===== src/rtl/herculesae_vx_aesmix_pipe.sv =====
// Pipelined AES column-mix unit: MixColumns, InvMixColumns or pass-through
// on LANES independent 128-bit states per beat, valid/ready on both sides.
// Ports:
//   clk, reset      clock, asynchronous active-high reset
//   flush           synchronous drop of every in-flight beat
//   in_valid/ready  input handshake; in_op selects 00 mix, 01 inv-mix,
//                   10 pass, 11 reserved (pass + out_err)
//   in_data/in_tag  LANES x 128-bit states and side-band tag
//   out_valid/ready output handshake; out_data/out_tag/out_err from last stage
//   busy            any stage holds a valid beat
module herculesae_vx_aesmix_pipe #(
  parameter int unsigned LANES       = 1,
  parameter int unsigned PIPE_STAGES = 2,
  parameter int unsigned TAG_W       = 6
) (
  input  logic                   clk,
  input  logic                   reset,
  input  logic                   flush,
  input  logic                   in_valid,
  output logic                   in_ready,
  input  logic [1:0]             in_op,
  input  logic [128*LANES-1:0]   in_data,
  input  logic [TAG_W-1:0]       in_tag,
  output logic                   out_valid,
  input  logic                   out_ready,
  output logic [128*LANES-1:0]   out_data,
  output logic [TAG_W-1:0]       out_tag,
  output logic                   out_err,
  output logic                   busy
);

  localparam int unsigned DW   = 128 * LANES;
  localparam int unsigned LAST = PIPE_STAGES - 1;

  if (LANES < 1 || LANES > 4) begin : g_bad_lanes
    $error("herculesae_vx_aesmix_pipe: LANES must be 1..4");
  end
  if (PIPE_STAGES < 1 || PIPE_STAGES > 4) begin : g_bad_stages
    $error("herculesae_vx_aesmix_pipe: PIPE_STAGES must be 1..4");
  end

  // Multiply by x in GF(2^8) mod 0x11B.
  function automatic logic [7:0] xt(input logic [7:0] b);
    return {b[6:0], 1'b0} ^ (b[7] ? 8'h1b : 8'h00);
  endfunction

  // One 32-bit column, row 0 in the low byte; inv selects InvMixColumns.
  function automatic logic [31:0] mix_col(input logic [31:0] w, input logic inv);
    logic [7:0]  a   [4];
    logic [7:0]  p2  [4];
    logic [7:0]  p4  [4];
    logic [7:0]  p8  [4];
    logic [31:0] res;
    res = '0;
    for (int r = 0; r < 4; r++) begin
      a[r]  = w[8*r +: 8];
      p2[r] = xt(a[r]);
      p4[r] = xt(p2[r]);
      p8[r] = xt(p4[r]);
    end
    for (int r = 0; r < 4; r++) begin
      if (inv) begin
        res[8*r +: 8] = (p8[r] ^ p4[r] ^ p2[r])                    // 14
                      ^ (p8[(r+1)%4] ^ p2[(r+1)%4] ^ a[(r+1)%4])   // 11
                      ^ (p8[(r+2)%4] ^ p4[(r+2)%4] ^ a[(r+2)%4])   // 13
                      ^ (p8[(r+3)%4] ^ a[(r+3)%4]);                // 9
      end else begin
        res[8*r +: 8] = p2[r] ^ (p2[(r+1)%4] ^ a[(r+1)%4]) ^ a[(r+2)%4] ^ a[(r+3)%4];
      end
    end
    return res;
  endfunction

  logic [DW-1:0]          mixed;
  logic [PIPE_STAGES-1:0] v;
  logic [PIPE_STAGES-1:0] ld;
  logic [PIPE_STAGES-1:0] err_q;
  logic [DW-1:0]          data_q [PIPE_STAGES];
  logic [TAG_W-1:0]       tag_q  [PIPE_STAGES];
  logic                   accept;

  // Column mixing ahead of stage 0; op 1x leaves the data untouched.
  always_comb begin
    mixed = in_data;
    if (!in_op[1]) begin
      for (int l = 0; l < int'(LANES); l++) begin
        for (int c = 0; c < 4; c++) begin
          mixed[128*l + 32*c +: 32] = mix_col(in_data[128*l + 32*c +: 32], in_op[0]);
        end
      end
    end
  end

  // A stage loads when it or any stage downstream of it is empty, or the
  // output is being consumed: this collapses bubbles behind a stall.
  always_comb begin
    logic acc;
    acc = out_ready;
    ld  = '0;
    for (int k = int'(LAST); k >= 0; k--) begin
      acc   = acc || !v[k];
      ld[k] = acc;
    end
  end

  assign in_ready = ld[0] && !flush;
  assign accept   = in_valid && in_ready;

  // Valid and error bits: reset, cleared by flush, shifted on load.
  always_ff @(posedge clk or posedge reset) begin
    if (reset) begin
      v     <= '0;
      err_q <= '0;
    end else begin
      if (flush) begin
        v[0] <= 1'b0;
      end else if (ld[0]) begin
        v[0] <= in_valid;
      end
      if (accept) begin
        err_q[0] <= (in_op == 2'b11);
      end
      for (int k = 1; k < int'(PIPE_STAGES); k++) begin
        if (flush) begin
          v[k] <= 1'b0;
        end else if (ld[k]) begin
          v[k] <= v[k-1];
        end
        if (ld[k] && v[k-1]) begin
          err_q[k] <= err_q[k-1];
        end
      end
    end
  end

  // Payload registers move only with a valid beat and are never reset.
  always_ff @(posedge clk) begin
    if (accept) begin
      data_q[0] <= mixed;
      tag_q[0]  <= in_tag;
    end
    for (int k = 1; k < int'(PIPE_STAGES); k++) begin
      if (ld[k] && v[k-1]) begin
        data_q[k] <= data_q[k-1];
        tag_q[k]  <= tag_q[k-1];
      end
    end
  end

  assign out_valid = v[LAST];
  assign out_data  = data_q[LAST];
  assign out_tag   = tag_q[LAST];
  assign out_err   = err_q[LAST];
  assign busy      = |v;

endmodule


===== config.mk =====
export PLATFORM = sky130hd
export DESIGN_NAME = herculesae_vx_aesmix_pipe
export DESIGN_NICKNAME = d
export VERILOG_FILES = /design/src/rtl/herculesae_vx_aesmix_pipe.sv
export SDC_FILE = /design/constraint.sdc
export NUM_CORES = 1
export LEC_CHECK = 0
export ABC_AREA = 1
export BUFFER_PORTS_ARGS = -buffer_cell sky130_fd_sc_hd__buf_2
export CAP_MARGIN = 20
export CORE_UTILIZATION = 55
export DETAILED_ROUTE_END_ITERATION = 10
export PLACE_DENSITY = 0.8
export SLEW_MARGIN = 20
export SYNTH_ARGS = -nofsm -noshare
export SYNTH_HDL_FRONTEND = slang
export SYNTH_SLANG_ARGS = --single-unit

===== constraint.sdc =====
create_clock -name clk -period 7.6 [get_ports clk]
set_input_delay 1.52 -clock clk [delete_from_list [all_inputs] [get_ports clk]]
set_output_delay 1.52 -clock clk [all_outputs]
set_load 0.02 [all_outputs]

# Word-level counts from Yosys, hierarchy flattened
# Memory sizes are Yosys's and may differ from the RTL's.
# Cells that the tools add are included.
totals:
  register_bits: 4
  ram_bits: 268
  inputBits: 141
  output_inout_bits: 138
  wordCells: 347
  mem_count: 2
classes:
  n_eq_ne: 1
  muxes: 73
  n_bitwise: 256
  reduce_logical: 11
memory_table:
  columns: ["memory", "depth", "width", "rd", "rd_ports_with_merged_regs", "write_ports", "line_no", "text"]
  rows:
  - ["data_q", 2, 128, 2, 0, 2, "78", "logic [DW-1:0] data_q [PIPE_STAGES];"]
  - ["tag_q", 2, 6, 2, 0, 2, "79", "logic [TAG_W-1:0] tag_q [PIPE_STAGES];"]
ops:
  columns: ["cell", "count"]
  rows:
  - ["XOR 8 bit", 208]
  - ["XOR 8 x 5 -> 8 bit", 48]
  - ["2-to-1 mux 5 bit", 48]
  - ["2-to-1 mux 128 bit", 1]
  - ["2-to-1 mux 8 bit", 16]
  - ["2-to-1 mux 1 bit", 8]
  - ["nonzero test 2 bit", 2]
  - ["logical AND 1 bit", 3]
  - ["zero test 1 bit", 3]
  - ["== test 2 bit, second input constant", 1]
  - ["logical OR 1 bit", 2]
  - ["OR reduction 2 bit", 1]

# Depth between registers and ports, before layout
# Gate-level depths: netlist of the first run.
depth:
  word_depth: 13
  mapped_depth: 17
  depth_no_buf: 16

# Worst setup path before layout of the first run
# Ideal clock, no wire load.
synth_timing:
  path_type: "input to register"
  startpoint: "in out_ready"
  endpoint: "reg err_q[0]"
  setup_ns: 0.406
  t_arrival_ns: 7.818
  required_ns: 7.194
  setup_slack_ns: -0.624
  cell_stages: 6
  n_path_buf: 0
  cell_sequence: "inv_1 nand2_1 nor2_1 or2_2 nor2_1 o21ai_0"
synth_between:
  elab_chain_len: 4
synth_lines:
  columns: ["item", "line_no", "text"]
  rows:
  - ["from (decl)", "25", "input logic out_ready,"]
  - ["logical OR 1 bit (2 in a row)", "101", "acc = acc || !v[k];"]
  - ["logical AND 1 bit", "106", "assign in_ready = ld[0] && !flush;"]
  - ["logical AND 1 bit", "107", "assign accept = in_valid && in_ready;"]
  - ["named net accept", "80", "logic accept;"]
  - ["to (signal assigned)", "121", "err_q[0] <= (in_op == 2'b11);"]
  - ["to (signal, indexed assignment)", "130", "err_q[k] <= err_q[k-1];"]
  - ["to (decl)", "77", "logic [PIPE_STAGES-1:0] err_q;"]
# The timed path passes the listed nets, and every way through them passes these cells.
# A chain may end at the register's enable or synchronous reset.

# Worst setup path after layout of the first run
layout_timing:
  startpoint: "in out_ready"
  endpoint: "out in_ready"
layout_between:
  elab_chain_len: 3
layout_lines:
  columns: ["item", "line_no", "text"]
  rows:
  - ["logical OR 1 bit (2 in a row)", "101", null]
  - ["logical AND 1 bit", "106", null]
  - ["to (decl)", "20", "output logic in_ready,"]
# No other way between the ends.

==> metrics.txt, run 1 <==
status=finished, final reports clean; crit path launch=out_ready; IO buf count=278; Sink Count=272; IO Pins=279; synth warn=0; share of the synthesized area in the top cell type=0.260; FF/Latch Area=8150 um2; Cell Area, Synth=30,900 um2; Critical Path AT=2.31 ns; fmax=261 MHz; worst relative slew slack=0.341; CTS tree=done; number of gates resized after cts=0; core area=55,300 um2; initial core utilization=0.559; WL met1=40.4 mm; CP required=6.08 ns; share of layout cells above drive strength 1=0.115; Root Buffer=clkbuf_16; Finish-stage setup viols=0; Fin. Hold Viols=0; Crit Path Max Fanout=3; area of the die=57,100 um2; largest net degree at the start of global routing=137; cts bufs inserted=31; syn_area_per_cell=6.89 um2; crit start category=input port; cell depth of the worst setup path=7; clk_lat worst skew=0.60 ns; die width=239 um; critical path cell sequence=buf_2 -> inv_1 -> nand2_1 -> nor2_1 -> or2_2 -> inv_1 -> buf_2; Routed WL=96.7 mm; row count=86; global-route wire length before repair=146 mm; # H-tree levels=1; initial antenna violation count=3; post-route antenna net violation count=0; clock-pin slew on the worst setup and hold paths=0.07 ns; gpl congestion=1.00; r2r endpoint=data_q[0][168]; highest metal used=met5; crit-path max cell delay=0.31 ns; Crit. End Element=output pin; drc violations=0; R2R cell count=4; Max Cap Viol=0; largest cells by area after synthesis=edfxtp_1, nand2_1, xor2_1; setup bufs post-CTS=0; iteration count of the initial detailed-routing pass=8; Post-CTS Hold Fix Bufs=0; area delta synth->final=4.57%; crit path buf inv count=4; CP top delay family=simple AND/OR/NAND/NOR gates; Die Y-Extent=239 um; Slew @ Worst Pin=0.989 ns; RR Startpoint=v[1]; commonest cells after routing, fill and taps aside=nand2_1, xor2_1, inv_1; fin util=0.584; post-synthesis sequential area ratio=0.264; vias in the first global route=25,256; Multi-input gate area=19,000 um2; commonest non-fill, non-tap cell in the layout=nand2_1; Total GRT Usage=0.332; PwrDens=186 nW/um2; fill count=5,314; Routed WL per cell=18.4 um; r2r setup slk=5.25 ns; hold wc startpoint=data_q[0][36]; Iter 0 DRT Violations=2,808; Synthesized Nets=4,625; unrepaired setup endpoints after global routing=no; detailed-route via count=28,186; Cells after Synth=4,484; leakage power=16.5 nW; Tcrit/Tclk final=0.503; Critical Path End=in_ready; maximum VDD drop=0.220 mV; WHS=0.405 ns; setup TNS=0 ns; CTS Buffer Depth=3; Clock Skew=0.0196 ns; area leader, netlist=edfxtp_1; nets=4,626; WL met2=42.8 mm; Period minus WS final=3.83 ns; vias per inst=5.36; Slowest cell on crit path=or2_2; FF+latch count, synth=272; grt ovf=0; Tightest Hold Check Type=reg2reg; Yosys cell types=38; final slew viol count=0; met3 WL=9.55 mm; CP Class=in2out; Final HPWL DP=71.0 mm
-- layer usage --
metal  vias to the layer above  global-route usage
met2                      1479               0.521
met5                         -                   0
li1                      13680                   -
met4                         4               0.133
met1                     12755               0.457
met3                       268              0.0477
-- layout make-up --
cell class                      count  area share
Antenna cell                        1   0.0000774
Clock buffer                       33      0.0242
Clock inverter                     24     0.00771
Inverter                          467      0.0549
Multi-Input combinational cell   3427       0.587
Sequential cell                   272       0.252
Tap cell                          748      0.0290
Timing Repair Buffer              286      0.0454
-- synthesized netlist by cell type --
cell type and count:
nand2_1 1672, xor2_1 563, inv_1 423, nand3_1 359, xnor2_1 292, edfxtp_1 268
buf_4 178, nor2_1 156, a21oi_1 100, buf_2 74, o21ai_0 61, clkbuf_1 46
nand2_2 45, inv_2 38, or2_2 37, a31oi_1 32, nand3b_1 18, xor2_2 18
nand2_4 17, or2_1 12, xnor2_2 11, buf_6 10, nand4_1 10, xor2_4 7
buf_1 5, nand2b_1 5, clkbuf_2 4, dfrtp_1 4, inv_4 4, or2_0 3
clkinv_1 2, o21ai_1 2, o21bai_1 2, xnor2_4 2, a21o_1 1, a22oi_1 1
and2_1 1, buf_8 1
-- logic make-up after synthesis --
| kind of cell | count (synthesis) | share of synthesized area |
|---|---|---|
| flops | 272 | 0.264 |
| simple gates | 2335 | 0.314 |
| xor+xnor | 893 | 0.266 |
| buf+inv | 785 | 0.123 |
| compound gates | 199 | 0.0338 |
-- through the flow --
| step | worst slack, ns | instance area, um2 | instances | total power [mW] |
|---|---|---|---|---|
| detailed placement | 3.71 | 31300 | 5200 | 4.45 |
| global route | 3.72 | 32300 | 5258 | 6.40 |
| CTS | 3.78 | 32300 | 5257 | 6.01 |
| finish | 3.77 | 32300 | 5258 | 6.02 |
| global placement | 3.69 | 31300 | 5200 | 4.40 |
| floorplan | 1.69 | 30900 | 4484 | 3.93 |
-- sequential cells by signal, indices dropped and copies added (netlist names) --
| signal | count |
|---|---|
| err_q | 2 |
| data_q | 256 |
| tag_q | 12 |
| v | 2 |
-- power by group --
group | leakage, nW | switching [mW] | internal, mW | total, mW
registers | 2.56 | 0.0294 | 1.78 | 1.81
logic | 13.5 | 1.75 | 0.917 | 2.67
clock network | 0.489 | 0.660 | 0.884 | 1.54
-- worst register-to-register path, stage by stage, from the launching register on --
cell,delay (ns)
dfrtp_1,0.38
nand2_1,0.12
nand2_1,0.15
inv_6,0.59
buf_4,0.71
-- worst min path at each step --
| stage | cells past startpoint | slack, ns | endpoint |
|---|---|---|---|
| floorplan | 0 | 0.40 | data_q[0][128] |
| global placement | 0 | 0.40 | data_q[0][237] |
| detailed placement | 0 | 0.40 | data_q[0][131] |
| CTS | 0 | 0.40 | data_q[0][164] |
| global route | 0 | 0.41 | data_q[0][164] |
| finish | 0 | 0.40 | data_q[0][164] |
(Power assumes the default switching activity.)
==> run 2: changes to the inputs <==
- clock period: 7.6 -> 3.7 ns (I/O delays scaled with it)
==> metrics.txt, run 2 (synthesized netlist as in run 1, its figures left out) <==
vias in the first global route=25,917 (was 25,256); Fin. Hold Viols=0 (unchanged); setup bufs post-CTS=0 (unchanged); Largest register FFs=256 (unchanged); detailed-route via count=28,306 (was 28,186); Total GRT Usage=0.344 (was 0.332); unrepaired setup endpoints after global routing=no (unchanged); setup ws final=1.19 ns (was 3.77 ns); initial core utilization=0.559 (unchanged); Iter 0 DRT Violations=2,733 (was 2,808); CP required=4.05 ns (was 6.08 ns); Root Buffer=clkbuf_16 (unchanged); Clock Skew=0.0137 ns (was 0.0196 ns); cts bufs inserted=31 (unchanged); Max Cap Viol=0 (unchanged); Logic pwr share=0.441 (was 0.443); Reg power frac=0.292 (was 0.300); Largest Register=data_q (unchanged); clk_lat worst skew=0.61 ns (was 0.60 ns); Sink Count=272 (unchanged); switching power=5.04 mW (was 2.44 mW); total chip power=12.7 mW (was 6.02 mW); commonest cells after routing, fill and taps aside=nand2_1, xor2_1, inv_1 (unchanged); Slew @ Worst Pin=0.853 ns (was 0.989 ns); worst relative slew slack=0.432 (was 0.341); Setup WS pre-CTS=0.598 ns (was 3.71 ns); crit start category=input port (unchanged); core area=55,300 um2 (unchanged); R2R cell count=5 (was 4); clock share of power=0.268 (was 0.256); clock-pin slew on the worst setup and hold paths=0.06 ns (was 0.07 ns); Crit. End Element=register (was output pin); grt ovf=0 (unchanged); IO buf count=278 (unchanged); Final HPWL DP=75.7 mm (was 71.0 mm); IO Pins=279 (unchanged); Period minus WS final=2.51 ns; commonest non-fill, non-tap cell in the layout=nand2_1 (unchanged); iteration count of the initial detailed-routing pass=6 (was 8); largest net degree at the start of global routing=136 (was 137); fmax=398 MHz; gpl congestion=1.03 (was 1.00); Tcrit/Tclk final=0.679; leakage power=16.7 nW (was 16.5 nW); maximum VDD drop=0.390 mV (was 0.220 mV); global-route wire length before repair=151 mm (was 146 mm); setup TNS=0 ns (unchanged); Crit Path Max Fanout=13 (was 3); Routed WL per cell=18.9 um (was 18.4 um); area delta synth->final=5.74% (was 4.57%); die width=239 um (unchanged); CP Class=in2reg (was in2out); Hold Crit Endpoint=v[1] (was data_q[0][164]); initial antenna violation count=3 (unchanged); Routed WL=100 mm (was 96.7 mm); status=finished, final reports clean (unchanged); area of the die=57,100 um2 (unchanged); drc violations=0 (unchanged); Finish-stage setup viols=0 (unchanged); Tightest Hold Check Type=in2reg (was reg2reg); CTS Buffer Depth=3 (unchanged); Placed Cells=5,220 (was 5,200); nets=4,647 (was 4,626); share of layout cells above drive strength 1=0.119 (was 0.115); PwrDens=388 nW/um2 (was 186 nW/um2); vias per inst=5.36 (about the same); Int Pwr=7.65 mW (was 3.58 mW); RR Startpoint=v[1] (unchanged); # H-tree levels=1 (unchanged); r2r setup slk=1.60 ns (was 5.25 ns); r2r endpoint=data_q[0][83] (was data_q[0][168]); Post-Layout Inst Area=32,700 um2 (was 32,300 um2); hold wc startpoint=flush (was data_q[0][36]); biggest regs=data_q: 256 flops, tag_q: 12 flops (unchanged); final slew viol count=0 (unchanged); CTS tree=done (unchanged); row count=86 (unchanged); Die Y-Extent=239 um (unchanged); Critical Path AT=2.86 ns (was 2.31 ns); worst hold stages=2 (was 0); post-route antenna net violation count=0 (unchanged); placed cell area=31,500 um2 (was 31,300 um2); switching portion of total power=0.397 (was 0.406); Layout Cells excl Fill=5,280 (was 5,258)
==> run 2: how the worst max path moves through the flow <==
stage,from,endpoint,slack [ns],cells past startpoint
after detailed placement,in_data[119],data_q[0][99],0.60,14
final,in_data[119],data_q[0][99],1.19,14
after global routing,in_data[119],data_q[0][99],0.97,14
after floorplan,out_ready,data_q[0][0],0.09,5
after CTS,in_data[119],data_q[0][99],1.24,14
after global placement,in_data[119],data_q[0][99],0.61,14
==> run 2: cell type report <==
type | count | area, um2
multi-input combinational | 3427 | 19000
inverter | 467 | 1770
antenna | 2 | 5.00
sequential | 272 | 8150
clock inverter | 24 | 337
timing repair buffer | 307 | 1740
fill | 5337 | 22600
tap | 748 | 936
clock buffer | 33 | 783
==> run 2: layer usage <==
layer  up-vias  share of wire  wire (um)  GRT usage
met2      1397           0.44      44000      0.538
met4         2          0.041       4130      0.145
met1     12928           0.42      42200      0.474
met5         -        0.00013         13          0
met3       264          0.096       9550     0.0476
li1      13715              -          -          -
==> run 2: what timing repair did <==
action | in CTS | in global routing
hold buffers | 1 | 0
endpoints found under the setup margin | 0 | 0
endpoints found under the hold margin | 4 | 0
gates resized for setup | 0 | 0
==> run 2: power by group through the flow <==
| stage | Combinational (mW) | Sequential, mW | Clock [mW] |
|---|---|---|---|
| after floorplan | 4.30 | 3.75 | 0 |
| final | 5.59 | 3.70 | 3.40 |
| after detailed placement | 5.47 | 3.77 | 0 |
| after global routing | 6.18 | 3.72 | 3.58 |
| after global placement | 5.39 | 3.76 | 0 |
| after CTS | 5.50 | 3.71 | 3.47 |
==> run 2: stage by stage <==
stage,hold slack (ns),utilization
after floorplan,0.400,-
after global placement,0.400,0.570
after detailed placement,0.405,0.570
after CTS,0.280,0.591
after global routing,0.296,0.591
final,0.314,0.591
==> run 2: worst max-delay path, cell delays in order <==
cell     delay (ns)
buf_2          0.31
inv_1          0.22
nand2_1        0.09
nand2_1        0.38
nand2_1        0.28
nand2_1        0.14
xor2_1         0.24
inv_1          0.06
nand2_1        0.08
nand2_1        0.05
nand2_1        0.05
nand3_1        0.07
nand2_1        0.09
nand2_1        0.05
==> run 3: changes to the inputs <==
- ABC_AREA: 1 -> 0
- CORE_UTILIZATION: 55 -> 54
- PLACE_DENSITY: 0.8 -> 0.83
- clock period: 3.7 -> 2.25 ns (I/O delays scaled with it)
==> metrics.txt, run 3 <==
critical path cell sequence=buf_2 -> buf_12 -> xor2_4 -> xnor3_1 -> xnor3_1 -> xnor2_1 -> a21oi_1 -> xor2_1 -> mux2_4 (was buf_2 -> inv_1 -> nand2_1 -> nand2_1 -> nand2_1 -> nand2_1 -> xor2_1 -> inv_1 -> nand2_1 -> nand2_1 -> nand2_1 -> nand3_1 -> nand2_1 -> nand2_1); grt ovf=0 (unchanged); fin util=0.703 (was 0.591); crit-path max cell delay=0.43 ns (was 0.38 ns); Int Pwr=13.9 mW (was 7.65 mW); Reg power frac=0.306 (was 0.292); Iter 0 DRT Violations=615 (was 2,733); Period minus WS final=2.11 ns; Finish-stage setup viols=0 (unchanged); Post-synth top cells=xnor2_1, edfxtp_1, xor2_1, buf_4, nand2_1 (was nand2_1, xor2_1, inv_1, nand3_1, xnor2_1); Yosys cell types=41 (was 38); # H-tree levels=1 (unchanged); global-route wire length before repair=82.0 mm (was 151 mm); R2R cell count=5 (unchanged); IO buf count=278 (unchanged); Cell Area, Synth=21,000 um2 (was 30,900 um2); Logic pwr share=0.476 (was 0.441); Routed WL per cell=18.8 um (was 18.9 um); final slew viol count=0 (unchanged); CP required=2.58 ns (was 4.05 ns); initial antenna violation count=1 (was 3); top-count cell post-synth=xnor2_1 (was nand2_1); CP most frequent cell=xnor3_1 (was nand2_1); post-synthesis sequential area ratio=0.388 (was 0.264); vias per inst=4.93 (was 5.36); PwrDens=771 nW/um2 (was 388 nW/um2); cts bufs inserted=28 (was 31); Final HPWL DP=42.8 mm (was 75.7 mm); FF+latch count, synth=272 (unchanged); largest cells by area after synthesis=edfxtp_1, xnor2_1, xor2_1 (was edfxtp_1, nand2_1, xor2_1); post-route antenna net violation count=0 (unchanged); nets=2,471 (was 4,647); Cells after Synth=1,850 (was 4,484); Max Cap Viol=0 (unchanged); Top FF cell, synth=edfxtp_1 (unchanged); drc violations=0 (unchanged); row count=71 (was 86); Tightest Hold Check Type=in2reg (unchanged); Sink Count=272 (unchanged); Crit Path Max Fanout=3 (was 13); worst hold stages=1 (was 2); maximum VDD drop=0.632 mV (was 0.390 mV); area of the die=39,600 um2 (was 57,100 um2); die width=199 um (was 239 um); synth warn=0 (unchanged); worst relative slew slack=0.489 (was 0.432); share of layout cells above drive strength 1=0.392 (was 0.119); RR Startpoint=v[1] (unchanged); Slew @ Worst Pin=0.763 ns (was 0.853 ns); Async SR Flop Fraction=0.0147 (unchanged); IO Pins=279 (unchanged); switching power=6.68 mW (was 5.04 mW); clock share of power=0.218 (was 0.268); largest net degree at the start of global routing=65 (was 136); hold wc startpoint=in_tag[0] (was flush); clock-pin slew on the worst setup and hold paths=0.06 ns (about the same); Largest Register=data_q (unchanged); cell depth of the worst setup path=9 (was 14); Synthesized Nets=1,991 (was 4,625); gpl congestion=0.946 (was 1.03); initial core utilization=0.553 (was 0.559); Tcrit/Tclk final=0.937; setup bufs post-CTS=0 (unchanged); status=finished, final reports clean (unchanged); switching portion of total power=0.325 (was 0.397); r2r endpoint=tag_q[0][4] (was data_q[0][83]); Largest register FFs=256 (unchanged); Fin. Hold Viols=0 (unchanged); detailed-route via count=14,121 (was 28,306); Slowest cell on crit path=xnor3_1 (was nand2_1); biggest regs=data_q: 256 flops, tag_q: 12 flops (unchanged); unrepaired setup endpoints after global routing=no (unchanged); Root Buffer=clkbuf_16 (unchanged); CTS Buffer Depth=3 (unchanged); Total GRT Usage=0.274 (was 0.344); Post-synth EDFFs=268 (unchanged); Multi-input gate area=11,700 um2 (was 19,000 um2); core area=37,900 um2 (was 55,300 um2); iteration count of the initial detailed-routing pass=5 (was 6); fill count=2,691 (was 5,337); area leader, netlist=edfxtp_1 (unchanged); Crit. End Element=register (unchanged); crit start category=input port (unchanged); CTS tree=done (unchanged); syn_area_per_cell=11.3 um2 (was 6.89 um2); leakage power=10.6 nW (was 16.7 nW); r2r setup slk=0.53 ns (was 1.60 ns); fmax=474 MHz; Routed WL=54.0 mm (was 100 mm); Clock Skew=0.0170 ns (was 0.0137 ns); Die Y-Extent=199 um (was 239 um); commonest cells after routing, fill and taps aside=xnor2_1, buf_4, buf_2 (was nand2_1, xor2_1, inv_1); WHS=0.0586 ns (was 0.314 ns); area delta synth->final=27.2% (was 5.74%); crit path buf inv count=2 (was 3); Hold Crit Endpoint=tag_q[0][0] (was v[1]); FF/Latch Area=8150 um2 (about the same); CP Class=in2reg (unchanged); Critical Path AT=2.44 ns (was 2.86 ns); clk_lat worst skew=0.58 ns (was 0.61 ns); vias in the first global route=14,690 (was 25,917); CP top delay family=XOR/XNOR gates (was simple AND/OR/NAND/NOR gates); share of the synthesized area in the top cell type=0.384 (was 0.260); commonest non-fill, non-tap cell in the layout=xnor2_1 (was nand2_1)
==> run 3: cell families (layout without fill, tap and decap cells) <==
| kind of cell | Yosys count | after routing | synth area share |
|---|---|---|---|
| xor+xnor | 933 | 933 | 0.429 |
| buf+inv | 304 | 806 | 0.0847 |
| flops | 272 | 272 | 0.388 |
| simple gates | 144 | 144 | 0.0265 |
| compound gates | 131 | 131 | 0.0362 |
| mux | 66 | 66 | 0.0348 |
| other cells | 0 | 3 | 0 |
==> run 3: power by group through the flow <==
stage | registers [mW] | clock network (mW) | logic, mW
2_1_floorplan | 6.38 | 0 | 6.88
4_1_cts | 6.31 | 4.61 | 9.79
6_report | 6.30 | 4.48 | 9.79
3_5_place_dp | 6.41 | 0 | 9.71
5_1_grt | 6.34 | 4.78 | 10.5
3_3_place_gp | 6.40 | 0 | 9.50
==> run 3: layer usage <==
| layer | up-vias | share of wire | track usage |
|---|---|---|---|
| li1 | 6819 | - | - |
| met2 | 422 | 0.49 | 0.474 |
| met1 | 6765 | 0.42 | 0.354 |
| met4 | 0 | 0.033 | 0.0940 |
| met3 | 115 | 0.058 | 0.0349 |
| met5 | - | 0 | 0 |
==> run 3: worst register-to-register path: cells and delay by family (launching register included) <==
family          cells  cell delay [ns]
buf+inv             2             0.41
flops               1             0.40
simple gates        2             0.36
compound gates      1             0.21
==> run 3: timing repair <==
action,CTS,global route
hold endpoints to repair,4,0
hold buffers,1,0
resized for setup,0,0
==> run 3: layout make-up <==
type / count / share of cell area
tap: 511 / 0.0240
antenna: 3 / 0.000281
inverter: 23 / 0.00324
clock buffer: 35 / 0.0272
multi-input combinational: 1274 / 0.439
clock inverter: 17 / 0.00582
sequential: 272 / 0.305
timing repair buffer: 731 / 0.195
==> run 3: worst max path at each step <==
stage                            from             to  slack, ns
after global routing      in_data[74]  data_q[0][77]       0.08
final                     in_data[85]  data_q[0][77]       0.14
after global placement    in_data[85]  data_q[0][77]      -0.32
after CTS                 in_data[85]  data_q[0][77]       0.20
after detailed placement  in_data[85]  data_q[0][77]      -0.41
after floorplan                  v[1]       err_q[1]      -0.90
==> run 3: metrics by stage <==
stage                     power [mW]  setup WS [ns]  TNS, ns  instances  instance area [um2]
after floorplan                 13.3         -0.902  -139.45       1850                21900
after global placement          15.9         -0.320   -13.15       2810                25800
after detailed placement        16.1         -0.414   -16.45       2810                25800
after CTS                       20.7          0.202        0       2863                26700
after global routing            21.6         0.0754        0       2864                26700
final                           20.6          0.142        0       2866                26700
